===== config.mk =====
export PLATFORM = sky130hd
export DESIGN_NAME = neuron_mac_seq
export DESIGN_NICKNAME = d
export VERILOG_FILES = /design/src/rtl/neuron_pkg.sv /design/src/rtl/neuron_mac_seq_booth.sv /design/src/rtl/neuron_mac_seq.sv
export SDC_FILE = /design/constraint.sdc
export NUM_CORES = 1
export LEC_CHECK = 0
export CORE_ASPECT_RATIO = 0.8
export CORE_UTILIZATION = 49
export DETAILED_ROUTE_END_ITERATION = 10
export GPL_TIMING_DRIVEN = 0
export HOLD_SLACK_MARGIN = 0.1
export PLACE_DENSITY = 0.83
export SETUP_SLACK_MARGIN = 0.15
export SYNTH_ARGS = -nofsm -noshare
export SYNTH_HDL_FRONTEND = slang
export SYNTH_HIERARCHICAL = 1
export SYNTH_SLANG_ARGS = --single-unit

===== constraint.sdc =====
create_clock -name clk -period 2.7 [get_ports clk]
set_clock_uncertainty 0.2 [all_clocks]
set_input_delay 0.81 -clock clk [delete_from_list [all_inputs] [get_ports clk]]
set_output_delay 0.81 -clock clk [all_outputs]
set_load 0.005 [all_outputs]

===== src/rtl/neuron_pkg.sv =====
// ---------------------------------------------------------------------------
// neuron_pkg
// Shared types and helpers for the neuron MAC stage.
//   state_t  : handshake FSM states of neuron_mac_seq
//   DATA_W   : signed width of activations and weights
//   ACC_W    : signed width of products and the partial sum
//   ACC_MAX / ACC_MIN : clamp limits of the partial sum
//   sat_add  : saturating ACC_W-bit signed add with overflow flag
// ---------------------------------------------------------------------------
package neuron_pkg;

    localparam int DATA_W = 8;
    localparam int ACC_W  = 16;

    localparam logic signed [ACC_W-1:0] ACC_MAX = 16'sh7FFF;
    localparam logic signed [ACC_W-1:0] ACC_MIN = 16'sh8000;

    typedef enum logic [1:0] {
        WAIT = 2'd0,
        MULT = 2'd1,
        ACC  = 2'd2,
        DONE = 2'd3
    } state_t;

    // One guard bit is enough to catch overflow of a two-operand add; when
    // the guard and sign bits differ, the guard bit gives the true sign.
    function automatic logic signed [ACC_W-1:0] sat_add(
        input  logic signed [ACC_W-1:0] a,
        input  logic signed [ACC_W-1:0] b,
        output logic                    ovf
    );
        logic signed [ACC_W:0] s;
        s   = {a[ACC_W-1], a} + {b[ACC_W-1], b};
        ovf = s[ACC_W] ^ s[ACC_W-1];
        if (!ovf)
            sat_add = s[ACC_W-1:0];
        else if (s[ACC_W])
            sat_add = ACC_MIN;
        else
            sat_add = ACC_MAX;
    endfunction

endpackage


===== src/rtl/neuron_mac_seq_booth.sv =====
// ---------------------------------------------------------------------------
// seq_booth_mul
// Radix-2 Booth sequential signed multiplier, one iteration per cycle.
//   clk, rst_n : clock, asynchronous active-low reset
//   start      : load a/b and begin (ignored while busy)
//   a, b       : signed DATA_W operands (a = multiplicand, b = multiplier)
//   busy       : iterations in progress
//   done       : 1-cycle pulse during the last iteration cycle
//   p          : signed ACC_W product, final in the cycle after done
// ---------------------------------------------------------------------------
module seq_booth_mul #(
    parameter int DATA_W = 8,
    parameter int ACC_W  = 16
) (
    input  logic                     clk,
    input  logic                     rst_n,
    input  logic                     start,
    input  logic signed [DATA_W-1:0] a,
    input  logic signed [DATA_W-1:0] b,
    output logic                     busy,
    output logic                     done,
    output logic signed [ACC_W-1:0]  p
);
    import neuron_pkg::*;

    localparam int CNT_W = (DATA_W > 1) ? $clog2(DATA_W) : 1;

    // The upper half carries one extra bit so that subtracting a
    // multiplicand of -2^(DATA_W-1) cannot wrap.
    logic signed [DATA_W:0]   reg_a;
    logic signed [DATA_W:0]   reg_m;
    logic        [DATA_W-1:0] reg_q;
    logic                     q_m1;
    logic        [CNT_W-1:0]  step;
    logic                     busy_r;
    logic signed [DATA_W:0]   a_sum;

    always_comb begin
        a_sum = reg_a;
        case ({reg_q[0], q_m1})
            2'b01:   a_sum = reg_a + reg_m;
            2'b10:   a_sum = reg_a - reg_m;
            default: a_sum = reg_a;
        endcase
    end

    always_ff @(posedge clk or negedge rst_n) begin
        if (!rst_n) begin
            reg_a  <= '0;
            reg_m  <= '0;
            reg_q  <= '0;
            q_m1   <= 1'b0;
            step   <= '0;
            busy_r <= 1'b0;
        end else if (start && !busy_r) begin
            reg_a  <= '0;
            reg_m  <= {a[DATA_W-1], a};
            reg_q  <= b;
            q_m1   <= 1'b0;
            step   <= CNT_W'(DATA_W - 1);
            busy_r <= 1'b1;
        end else if (busy_r) begin
            // Arithmetic shift of {A, Q, q-1} by one place.
            reg_a <= a_sum >>> 1;
            reg_q <= {a_sum[0], reg_q[DATA_W-1:1]};
            q_m1  <= reg_q[0];
            if (step == '0)
                busy_r <= 1'b0;
            else
                step <= step - 1'b1;
        end
    end

    assign busy = busy_r;
    assign done = busy_r && (step == '0);
    assign p    = $signed({reg_a[DATA_W-1:0], reg_q});

endmodule


===== src/rtl/neuron_mac_seq.sv =====
// ---------------------------------------------------------------------------
// neuron_mac_seq
// Accumulates N_INPUTS signed x*w products into a saturating ACC_W-bit sum
// that feeds the adder stage's in2 operand.
//   clk, rst_n          : clock, asynchronous active-low reset
//   in_valid / in_ready : input pair handshake
//   x, w                : signed activation / weight
//   acc_out             : accumulated sum, meaningful while out_valid=1
//   out_valid/out_ready : result handshake
//   sat                 : sticky saturation flag for this evaluation
// ---------------------------------------------------------------------------
module neuron_mac_seq #(
    parameter int N_INPUTS = 4,
    parameter int DATA_W   = 8,
    parameter int ACC_W    = 16
) (
    input  logic                     clk,
    input  logic                     rst_n,
    input  logic                     in_valid,
    output logic                     in_ready,
    input  logic signed [DATA_W-1:0] x,
    input  logic signed [DATA_W-1:0] w,
    output logic signed [ACC_W-1:0]  acc_out,
    output logic                     out_valid,
    input  logic                     out_ready,
    output logic                     sat
);
    import neuron_pkg::*;

    state_t                   state;
    state_t                   state_next;
    logic                     run;
    logic [7:0]               count;
    logic signed [ACC_W-1:0]  acc;
    logic signed [ACC_W-1:0]  acc_sum;
    logic                     add_ovf;
    logic                     in_fire;
    logic                     mul_busy;
    logic                     mul_done;
    logic signed [ACC_W-1:0]  mul_p;

    assign in_fire = in_valid && in_ready;

    // The multiplier's operand registers are the x/w capture registers.
    seq_booth_mul #(
        .DATA_W(DATA_W),
        .ACC_W (ACC_W)
    ) u_mul (
        .clk  (clk),
        .rst_n(rst_n),
        .start(in_fire),
        .a    (x),
        .b    (w),
        .busy (mul_busy),
        .done (mul_done),
        .p    (mul_p)
    );

    always_ff @(posedge clk or negedge rst_n) begin
        if (!rst_n)
            state <= WAIT;
        else
            state <= state_next;
    end

    always_comb begin
        state_next = state;
        case (state)
            WAIT: if (in_fire) state_next = MULT;
            MULT: if (mul_done) state_next = ACC;
            ACC:  state_next = (count == 8'(N_INPUTS - 1)) ? DONE : WAIT;
            DONE: if (out_ready) state_next = WAIT;
            default: state_next = WAIT;
        endcase
    end

    // run holds in_ready low until the first clock edge after reset release.
    always_comb begin
        in_ready  = (state == WAIT) && run && !mul_busy;
        out_valid = (state == DONE);
    end

    always_comb begin
        acc_sum = sat_add(acc, mul_p, add_ovf);
    end

    always_ff @(posedge clk or negedge rst_n) begin
        if (!rst_n) begin
            run   <= 1'b0;
            acc   <= '0;
            sat   <= 1'b0;
            count <= '0;
        end else begin
            run <= 1'b1;
            if (state == ACC) begin
                acc   <= acc_sum;
                sat   <= sat | add_ovf;
                count <= count + 8'd1;
            end else if (state == DONE && out_ready) begin
                acc   <= '0;
                sat   <= 1'b0;
                count <= '0;
            end
        end
    end

    assign acc_out = acc;

endmodule


# [Yosys cells after proc, flatten, opt, wreduce, memory -nomap -nowiden]
# Index checks and enable logic that the tools add are counted.
[classes] n_reduce_logical=13 eq_ne=10 add_sub_neg=5 muxes=26 bitwise=2
[op_table] operator="$mux 16" count=4
[op_table] operator="$mux 8" count=4
[op_table] operator="$mux 9" count=2
[op_table] operator="$pmux 9 s2" count=1
[op_table] operator="$add 16x16->17" count=1
[op_table] operator="$add 9x8->9" count=1
[op_table] operator="$mux 3" count=3
[op_table] operator="$sub 9x8->9" count=1
[op_table] operator="$add 8x1->8 const B" count=1
[op_table] operator="$eq 8x2->1 const B" count=1
[op_table] operator="$mux 2" count=4
[op_table] operator="$pmux 2 s4" count=1
[op_table] operator="$mux 1" count=7
[op_table] operator="$eq 2x2->1 const B" count=3
[op_table] operator="$logic_and 1x1->1" count=6
[op_table] operator="$ne 2x1->1 const B" count=3
[op_table] operator="$eq 2x1->1 const B" count=2
[op_table] operator="$reduce_bool 2->1" count=2
[op_table] operator="$logic_not 3->1" count=1
[op_table] operator="$reduce_and 3->1" count=1
[op_table] operator="$sub 3x1->3 const B" count=1
[op_table] operator="$logic_not 2->1" count=1
[op_table] operator="$ne 2x2->1 const B" count=1
[op_table] operator="$reduce_and 2->1" count=1
[op_table] operator="other kinds (3)" count=3
[word_totals] register_bits=58 input_bits=20

# [Logic depth before layout (Yosys ltp)]
# Gate-level depths: netlist of run 1.
[depth] ltp_word=7 depth_mapped=12 mapped_depth_nobuf=11

# [Cells and area by module]
# The synthesis of run 1 kept the hierarchy.
[by_module_without_submodules] module="neuron_mac_seq" seq_area_each_um2=700.7 n_inst=1 area_per_inst_um2=2035.7 cells_per_inst=212
[by_module_without_submodules] module="seq_booth_mul" seq_area_each_um2=725.7 n_inst=1 area_per_inst_um2=1886.8 cells_per_inst=196

# [Least setup slack after synthesis of run 1]
# Ideal clock, no wire load.
[synth_path] path_kind="reg2reg" start="register acc[0] (netlist: acc_out[0])" end="register acc[11] (netlist: acc_out[11])" t_required_ps=2374 stages_incl_launch_ff=10 arrival_ps=2438 setup_ps=126 path_slack_ps=-64 cell_sequence="dfrtp_1 ha_1 fa_1 a21oi_1 o211a_1 o21ai_0 a2bb2oi_2 a21oi_2 buf_4 a221o_1"
[synth_between] elab_chain_len=4 elab_cells_between_ends=5 cone_classes="1 x add/sub; 3 x mux; 1 x bitwise"
[synth_lines] element="from (decl)" line="neuron_mac_seq.sv:34" rtl="logic signed [ACC_W-1:0] acc;"
[synth_lines] element="from (signal assigned)" line="neuron_mac_seq.sv:96" rtl="acc <= acc_sum;"
[synth_lines] element="$add 16x16->17 (*)" line="neuron_pkg.sv:33" rtl="s = {a[ACC_W-1], a} + {b[ACC_W-1], b};"
[synth_lines] element="$mux 16 / $xor 1x1->1 (equally long branches)" line="neuron_pkg.sv:37, neuron_pkg.sv:34"
[synth_lines] element="$mux 16 (*)" line="neuron_pkg.sv:35" rtl="if (!ovf)"
[synth_lines] element="$mux 16 (*)" line="neuron_mac_seq.sv:95" rtl="if (state == ACC) begin"
# Every way passes the cells marked *; elsewhere a longest branch is shown, timed or not.
# A chain may end at the register's enable or synchronous reset.

# [Worst setup path in the final report of run 1]
[layout_path] start="register u_mul.reg_m[4]" end="register u_mul.reg_a[6]"
[layout_between] elab_chain_len=4 elab_cells_between_ends=5 cone_classes="2 x add/sub; 3 x mux"
[layout_lines] element="from (decl)" line="neuron_mac_seq_booth.sv:31" rtl="logic signed [DATA_W:0] reg_m;"
[layout_lines] element="from (signal assigned)" line="neuron_mac_seq_booth.sv:57" rtl="reg_m <= {a[DATA_W-1], a};"
[layout_lines] element="$sub 9x8->9 / $add 9x8->9 (equally long branches)" line="neuron_mac_seq_booth.sv:42, neuron_mac_seq_booth.sv:41"
[layout_lines] element="$pmux 9 s2 (*)" line="neuron_mac_seq_booth.sv:40" rtl="case ({reg_q[0], q_m1})"
[layout_lines] element="$mux 9 (*)" line="neuron_mac_seq_booth.sv:62" rtl="end else if (busy_r) begin"
[layout_lines] element="$mux 9 (*)" line="neuron_mac_seq_booth.sv:55" rtl="end else if (start && !busy_r) begin"
[layout_lines] element="to (signal assigned)" line="neuron_mac_seq_booth.sv:64" rtl="reg_a <= a_sum >>> 1;"
[layout_lines] element="to (decl)" line="neuron_mac_seq_booth.sv:30" rtl="logic signed [DATA_W:0] reg_a;"
# Every way passes the cells marked *; elsewhere a longest branch is shown, timed or not. The select of a mux whose other input is x is not followed.

==> results.sh, run 1 <==
export IMPL_drive_gt1_share_pct=31.7
export IMPL_synth_warnings=6
export IMPL_cts_root_buf="clkbuf_8"
export IMPL_required_ns=2.74
export IMPL_ios=39
export IMPL_drt_first_pass_iters=5
export IMPL_worstMarginPinSlew_ns=0.563
export IMPL_die_area_um2=8370
export IMPL_setup_viol=5
export IMPL_cts_buffer_depth=2
export IMPL_max_freq_ghz=0.342
export IMPL_die_h_um=82.0
export IMPL_ys_ff_latch=57
export IMPL_area_growth_pct=41.1
export IMPL_clock_sinks=57
export IMPL_dp_hpwl_mm=6.83
export IMPL_layout_setup_ws_ns=-0.222
export IMPL_synth_largest_area_cell="dfrtp_1"
export IMPL_status="finished with violations"
export IMPL_slew_viol_final=0
export IMPL_syn_area_um2=3920
export IMPL_cts_made_buffers=9
export IMPL_overflow=0
export IMPL_start_kind="flop"
export IMPL_yosysUniqueCellTypes=67
export IMPL_fin_nets=560
export IMPL_hold_violations=0
export IMPL_fp_coreArea_um2=7570
export IMPL_die_w_um=102
export IMPL_row_count=28
export IMPL_cp_buffers_inverters=1
export IMPL_grt_pass1_vias=3676
export IMPL_ant_nets=0
export IMPL_holdWs_ns=0.212
export IMPL_yosysTopAreaCellShare_pct=36.4
export IMPL_drc_errors=0
export IMPL_cts_max_level=3
export IMPL_final_core_util_pct=73.1
export IMPL_period_share_pct=108
export IMPL_num_antenna_cells=0
export IMPL_drt_iter0_markers=572
export IMPL_crit_slowest_cell="dfrtp_1"
export IMPL_vias=4064
export IMPL_hold_class="input pin to async pin"
export IMPL_ys_seq_area_share_pct=36.4
export IMPL_synth_nets=459
export IMPL_critPathCaptureType="flop"
export IMPL_avgViaCountPerCell=6.57
export IMPL_synth_fa_ha_area_share_pct=10.3
export IMPL_rsz0062_at_grt="yes"
export IMPL_async_flop_share_pct=100
export IMPL_dpl_cell_area_um2=4490
export IMPL_grt_pass1_wl_mm=18.1
export IMPL_period_needed_ns=2.92
export IMPL_grt_max_degree=40
export IMPL_cp_slowest_stage_delay_ns=0.43
export IMPL_grt_use_total_pct=28.9
export IMPL_fin_area_um2=5540
export IMPL_synth_top_family_by_area="compound AO/OA/AOI/OAI gates"
export IMPL_synth_xor_area_share_pct=5.36
export IMPL_synth_edf_count=0
export IMPL_synth_cells=408
export IMPL_synthTopCellsByArea="dfrtp_1, ha_1, o21ai_0"
export IMPL_initial_utilization_pct=51.8
export IMPL_synth_compound_area_share_pct=22.4
export IMPL_rrSetupSlack_ns=-0.22
export IMPL_ys_flop_type="dfrtp_1"
export IMPL_cp_top_family="simple AND/OR/NAND/NOR gates"
export IMPL_critPathMaxFanout=4
export IMPL_cts_hold_buf=0
export IMPL_wl_per_cell_um=21.5
export IMPL_synthMuxAreaShare_pct=4.94
export IMPL_worstSetupPathType="flop to flop"
export IMPL_slew_headroom_pct=62.5
export IMPL_wl_mm=13.3
export IMPL_cp_cell_sequence="nor3_2 -> and3_4 -> nor2_4 -> xnor2_1 -> ha_1 -> buf_4 -> and3_1 -> a221oi_2 -> xor2_1 -> o21ai_1 -> a22o_1"
export IMPL_antenna_found_initial=0
export IMPL_clk_pin_slew_ns=0.07
export IMPL_gp_congestion=0.916
export IMPL_worstSkewPairLatency_ns=0.36
export IMPL_synthSimpleGateAreaFrac_pct=15.9
export IMPL_syn_avg_cell_area_um2=9.61
export IMPL_violations="negative setup slack"
export IMPL_cap_viol_max_count=0
export IMPL_cts_tree="yes"
export IMPL_port_buffers=38
export IMPL_worst_ep_arrival_time_ns=2.96
==> what timing repair did <==
| item | 4_1_cts | 5_1_grt |
|---|---|---|
| pin swaps | 45 | 34 |
| endpoints found under the setup margin | 23 | 25 |
| buffers inserted | 37 | 13 |
| gates cloned | 1 | 0 |
| gates resized for setup | 52 | 45 |
==> cells in the mapped netlist (6+ instances only) <==
| library cell | count |
|---|---|
| o211ai_1 | 6 |
| a21oi_1 | 23 |
| o21ai_1 | 6 |
| mux2_2 | 7 |
| nor3_1 | 9 |
| dfrtp_1 | 57 |
| xor2_1 | 8 |
| nor2b_1 | 6 |
| xnor2_1 | 16 |
| ha_1 | 29 |
| nor2_1 | 16 |
| a221o_1 | 15 |
| nand2_1 | 40 |
| nand4_1 | 6 |
| nand3_1 | 11 |
| inv_1 | 19 |
| o21ai_0 | 31 |
| a22o_1 | 7 |
| mux2i_1 | 10 |
==> state kept, by name (all words and copies together) (netlist names) <==
name and count:
count 8, sat 1, u_mul/q_m1 1, u_mul/reg_m 8, u_mul/reg_a 8, u_mul/reg_q 8
u_mul/step 3, run 1, state 2, acc_out 16, u_mul/busy 1
==> through the flow <==
stage	setup TNS (ns)	worst slack (ns)	cells
detailed placement	-4.15	-0.239	552
global placement	-70.35	-1.18	551
global route	-1.12	-0.203	619
CTS	0	0.0174	606
finish	-0.589	-0.222	619
floorplan	0	0.0941	408
==> per-layer routing <==
metal / GRT usage [%] / up-vias / wire length, um
met1: 35.1 / 1943 / 5150
met3: 7.32 / 78 / 1230
met5: 0 / - / 0
met2: 48.9 / 316 / 6220
li1: - / 1727 / -
met4: 12.3 / 0 / 698
==> layout by cell type, fill, tap and decap left out, types with 8 or more instances in the layout <==
cell / instances
xor2_1: 8
clkbuf_8: 12
nor2_1: 12
nand2_1: 40
ha_1: 14
inv_1: 17
ha_4: 14
dfrtp_1: 49
clkdlybuf4s50_1: 36
buf_4: 49
nor3_1: 8
o21ai_0: 28
dfrtp_2: 8
mux2i_1: 10
a21oi_1: 14
a221o_1: 15
xnor2_1: 14
nand3_1: 11
buf_6: 9
==> worst register-to-register path: stages (launching register included) <==
cell      delay, ns
dfrtp_1        0.43
nor3_2         0.28
and3_4         0.26
nor2_4         0.04
xnor2_1        0.17
ha_1           0.31
buf_4          0.16
and3_1         0.17
a221oi_2       0.29
xor2_1         0.21
o21ai_1        0.10
a22o_1         0.20
==> logic make-up (layout without fill, tap and decap cells) <==
kind of cell    Yosys count  after routing
other cells               1              1
mux                      18             18
compound gates          124            124
fa+ha+maj                31             31
xor+xnor                 24             24
simple gates            118            118
buf+inv                  35            141
flops                    57             57
==> final cells by class <==
cell class	count	area, um2
plain buffers	15	144
clock buffers	13	149
clock inverters	3	40.0
fillers	507	2030
inverters	20	75.1
multi-input cells	316	2770
flip-flops and latches	57	1440
well taps	105	131
repair buffers	90	792
==> path summary, 6_finish.rpt <==
check | end | cells after the start | startpoint
worst max-delay path | u_mul/reg_a[6] | 11 | u_mul/reg_m[4]
worst min-delay path | acc_out[5] | 1 | rst_n
worst max register to register | u_mul/reg_a[6] | 11 | u_mul/reg_m[4]
worst min register to register | count[7] | 1 | count[7]
max in group asynchronous | u_mul/reg_q[0] | 2 | rst_n
min in group clk | count[7] | 1 | count[7]
Power of run 1 is left out: the tool's default activity adds up to more than one toggle a clock period on the data nets, which glitch-free logic cannot reach.
==> run 2: changes to the inputs <==
SYNTH_HIERARCHICAL = default   (was 1)
==> results.sh, run 2 <==
export IMPL_layout_setup_ws_ns=-0.0633
export IMPL_cap_viol_max_count=0
export IMPL_die_h_um=80.8
export IMPL_syn_area_um2=3800
export IMPL_grt_max_degree=38
export IMPL_synth_common_cells="nand2_1, dfrtp_1, ha_1, o21ai_0"
export IMPL_critPathMaxFanout=5
export IMPL_grt_use_total_pct=26.7
export IMPL_cts_buffer_depth=2
export IMPL_ys_ff_latch=57
export IMPL_synth_most_common_cell="nand2_1"
export IMPL_synth_edf_count=0
export IMPL_rrSetupSlack_ns=-0.06
export IMPL_yosysTopAreaCellShare_pct=37.5
export IMPL_status="finished with violations"
export IMPL_ys_flop_type="dfrtp_1"
export IMPL_largest_reg_flops=16
export IMPL_final_common_cell="nand2_1"
export IMPL_slew_headroom_pct=40.1
export IMPL_cp_top_family="compound AO/OA/AOI/OAI gates"
export IMPL_setup_viol=15
export IMPL_worst_hold_path_endpoint="sat"
export IMPL_area_growth_pct=32.7
export IMPL_ys_seq_area_share_pct=37.5
export IMPL_syn_avg_cell_area_um2=8.86
export IMPL_synth_largest_area_cell="dfrtp_1"
export IMPL_synth_nets=480
export IMPL_crit_slowest_cell="dfrtp_2"
export IMPL_clock_sinks=57
export IMPL_synthTopCellsByArea="dfrtp_1, nand2_1, ha_1"
export IMPL_holdWs_ns=0.271
export IMPL_hold_start="sat"
export IMPL_fp_coreArea_um2=7460
export IMPL_required_ns=2.71
export IMPL_cts_tree="yes"
export IMPL_port_buffers=38
export IMPL_drt_iter0_markers=314
export IMPL_die_w_um=100
export IMPL_num_antenna_cells=0
export IMPL_wl_per_cell_um=17.5
export IMPL_slew_viol_final=0
export IMPL_synth_cells=429
export IMPL_hold_violations=0
export IMPL_vias=3704
export IMPL_worstSetupPathType="flop to flop"
export IMPL_cts_root_buf="clkbuf_8"
export IMPL_dpl_cell_area_um2=4350
export IMPL_critPathCaptureType="flop"
export IMPL_antenna_found_initial=0
export IMPL_rsz0062_at_grt="yes"
export IMPL_cts_max_level=3
export IMPL_synth_warnings=0
export IMPL_violations="negative setup slack"
export IMPL_worst_ep_arrival_time_ns=2.77
export IMPL_clk_pin_slew_ns=0.07
export IMPL_final_cell_mix="nand2_1, dfrtp_1, clkdlybuf4s50_1, ha_1, o21ai_0"
export IMPL_r2r_start="u_mul.reg_q[0]"
export IMPL_fin_nets=555
export IMPL_wl_mm=10.7
export IMPL_drc_errors=0
export IMPL_ant_nets=0
export IMPL_overflow=0
export IMPL_yosysUniqueCellTypes=56
export IMPL_worst_path_most_repeated_cell="o21ai_2"
export IMPL_hold_depth=2
export IMPL_max_freq_ghz=0.362
export IMPL_dp_hpwl_mm=6.89
export IMPL_cp_buffers_inverters=3
export IMPL_period_needed_ns=2.76
export IMPL_r2r_end="acc_out[4]"
export IMPL_async_flop_share_pct=100
export IMPL_row_count=28
export IMPL_initial_utilization_pct=50.9
export IMPL_reg2reg_depth=11
export IMPL_hold_class="flop to flop"
export IMPL_worstMarginPinSlew_ns=0.899
export IMPL_cp_slowest_stage_delay_ns=0.47
export IMPL_cp_cell_sequence="buf_4 -> ha_4 -> fa_2 -> a211oi_2 -> o21ai_2 -> o21ai_2 -> o221ai_4 -> a21oi_4 -> buf_6 -> buf_12 -> o311ai_2"
export IMPL_avgViaCountPerCell=6.04
export IMPL_drt_first_pass_iters=5
export IMPL_gp_congestion=0.892
export IMPL_die_area_um2=8110
export IMPL_worstSkewPairLatency_ns=0.35
export IMPL_drive_gt1_share_pct=20.9
export IMPL_period_share_pct=102
export IMPL_start_kind="flop"
export IMPL_ios=39
export IMPL_fin_area_um2=5040
export IMPL_cts_made_buffers=9
export IMPL_grt_pass1_vias=3463
export IMPL_grt_pass1_wl_mm=16.6
## run 2: cell types whose count changed after synthesis, sizes merged, moves of 5 or more
cell    change
o311ai     +12
a22oi       +5
a22o        -6
inv         -6
a221o      -15
mux2        -7
nand2      +59
nor3        -5
mux2i       -7
## run 2: how the worst max path moves through the flow
stage,cells after the start,to,startpoint
5_1_grt,12,u_mul.reg_a[7],u_mul.reg_m[1]
3_3_place_gp,1,u_mul.reg_q[0],rst_n
4_1_cts,11,u_mul.reg_a[7],u_mul.reg_q[0]
6_report,11,acc_out[4],u_mul.reg_q[0]
3_5_place_dp,9,acc_out[12],u_mul.reg_q[0]
2_1_floorplan,11,u_mul.reg_a[7],u_mul.reg_q[0]
## run 2: worst reg2reg max path: cells and delay by family (launching register included)
family / cells / cell delay (ns)
DFF: 1 / 0.47
adders and majority gates: 2 / 0.51
buffers and inverters: 3 / 0.40
AOI/OAI and AO/OA: 6 / 1.05
## run 2: repair_timing
action / CTS / global route
hold buffers: 0 / 0
buffers inserted: 13 / 10
pin swaps: 14 / 13
cloned: 1 / 1
endpoints found under the setup margin: 23 / 22
resized for setup: 39 / 20
## run 2: cells by family after synthesis
| family | share of synthesized area, % |
|---|---|
| AOI/OAI and AO/OA | 21.3 |
| xor gates and xnor gates | 5.99 |
| adders and majority gates | 10.6 |
| buffers and inverters | 4.15 |
| DFF | 37.5 |
| muxes | 1.09 |
| other | 0.0987 |
| and+or+nand+nor | 19.3 |
## run 2: cell type report
type	instances	area [um2]
Fill cell	502	2420
Multi-Input combinational cell	340	2420
Sequential cell	57	1430
Timing Repair Buffer	64	663
Clock buffer	10	138
Tap cell	105	131
Buffer	18	130
Clock inverter	5	80.1
Inverter	14	52.6
## run 2: layer usage
metal | GRT usage [%] | wire [um] | vias to the layer above
met3 | 4.65 | 781 | 32
met2 | 42.3 | 5000 | 183
met5 | 0 | 0 | -
met1 | 35.5 | 4620 | 1812
li1 | - | - | 1677
met4 | 13.9 | 326 | 0
## run 2: metrics by stage
step / cells / setup TNS [ns] / util [%] / worst slack, ns
5_1_grt: 613 / -2.22 / 67.6 / -0.182
6_report: 613 / -0.612 / 67.6 / -0.0633
3_3_place_gp: 572 / -65.71 / 58.0 / -1.14
3_5_place_dp: 573 / -1.80 / 58.3 / -0.161
4_1_cts: 602 / -0.161 / 65.2 / -0.0411
2_1_floorplan: 429 / 0 / - / 0.199
Power of run 2 is left out for the same reason.
==> run 3: changes to the inputs <==
ABC_CLOCK_PERIOD_IN_PS = 2700   (was default)
CTS_CLUSTER_SIZE = 16   (was default)
==> results of run 3 <==
Same layout as run 2: the final DEF is identical, and so are final timing and power.
Power of run 3 is left out for the same reason.
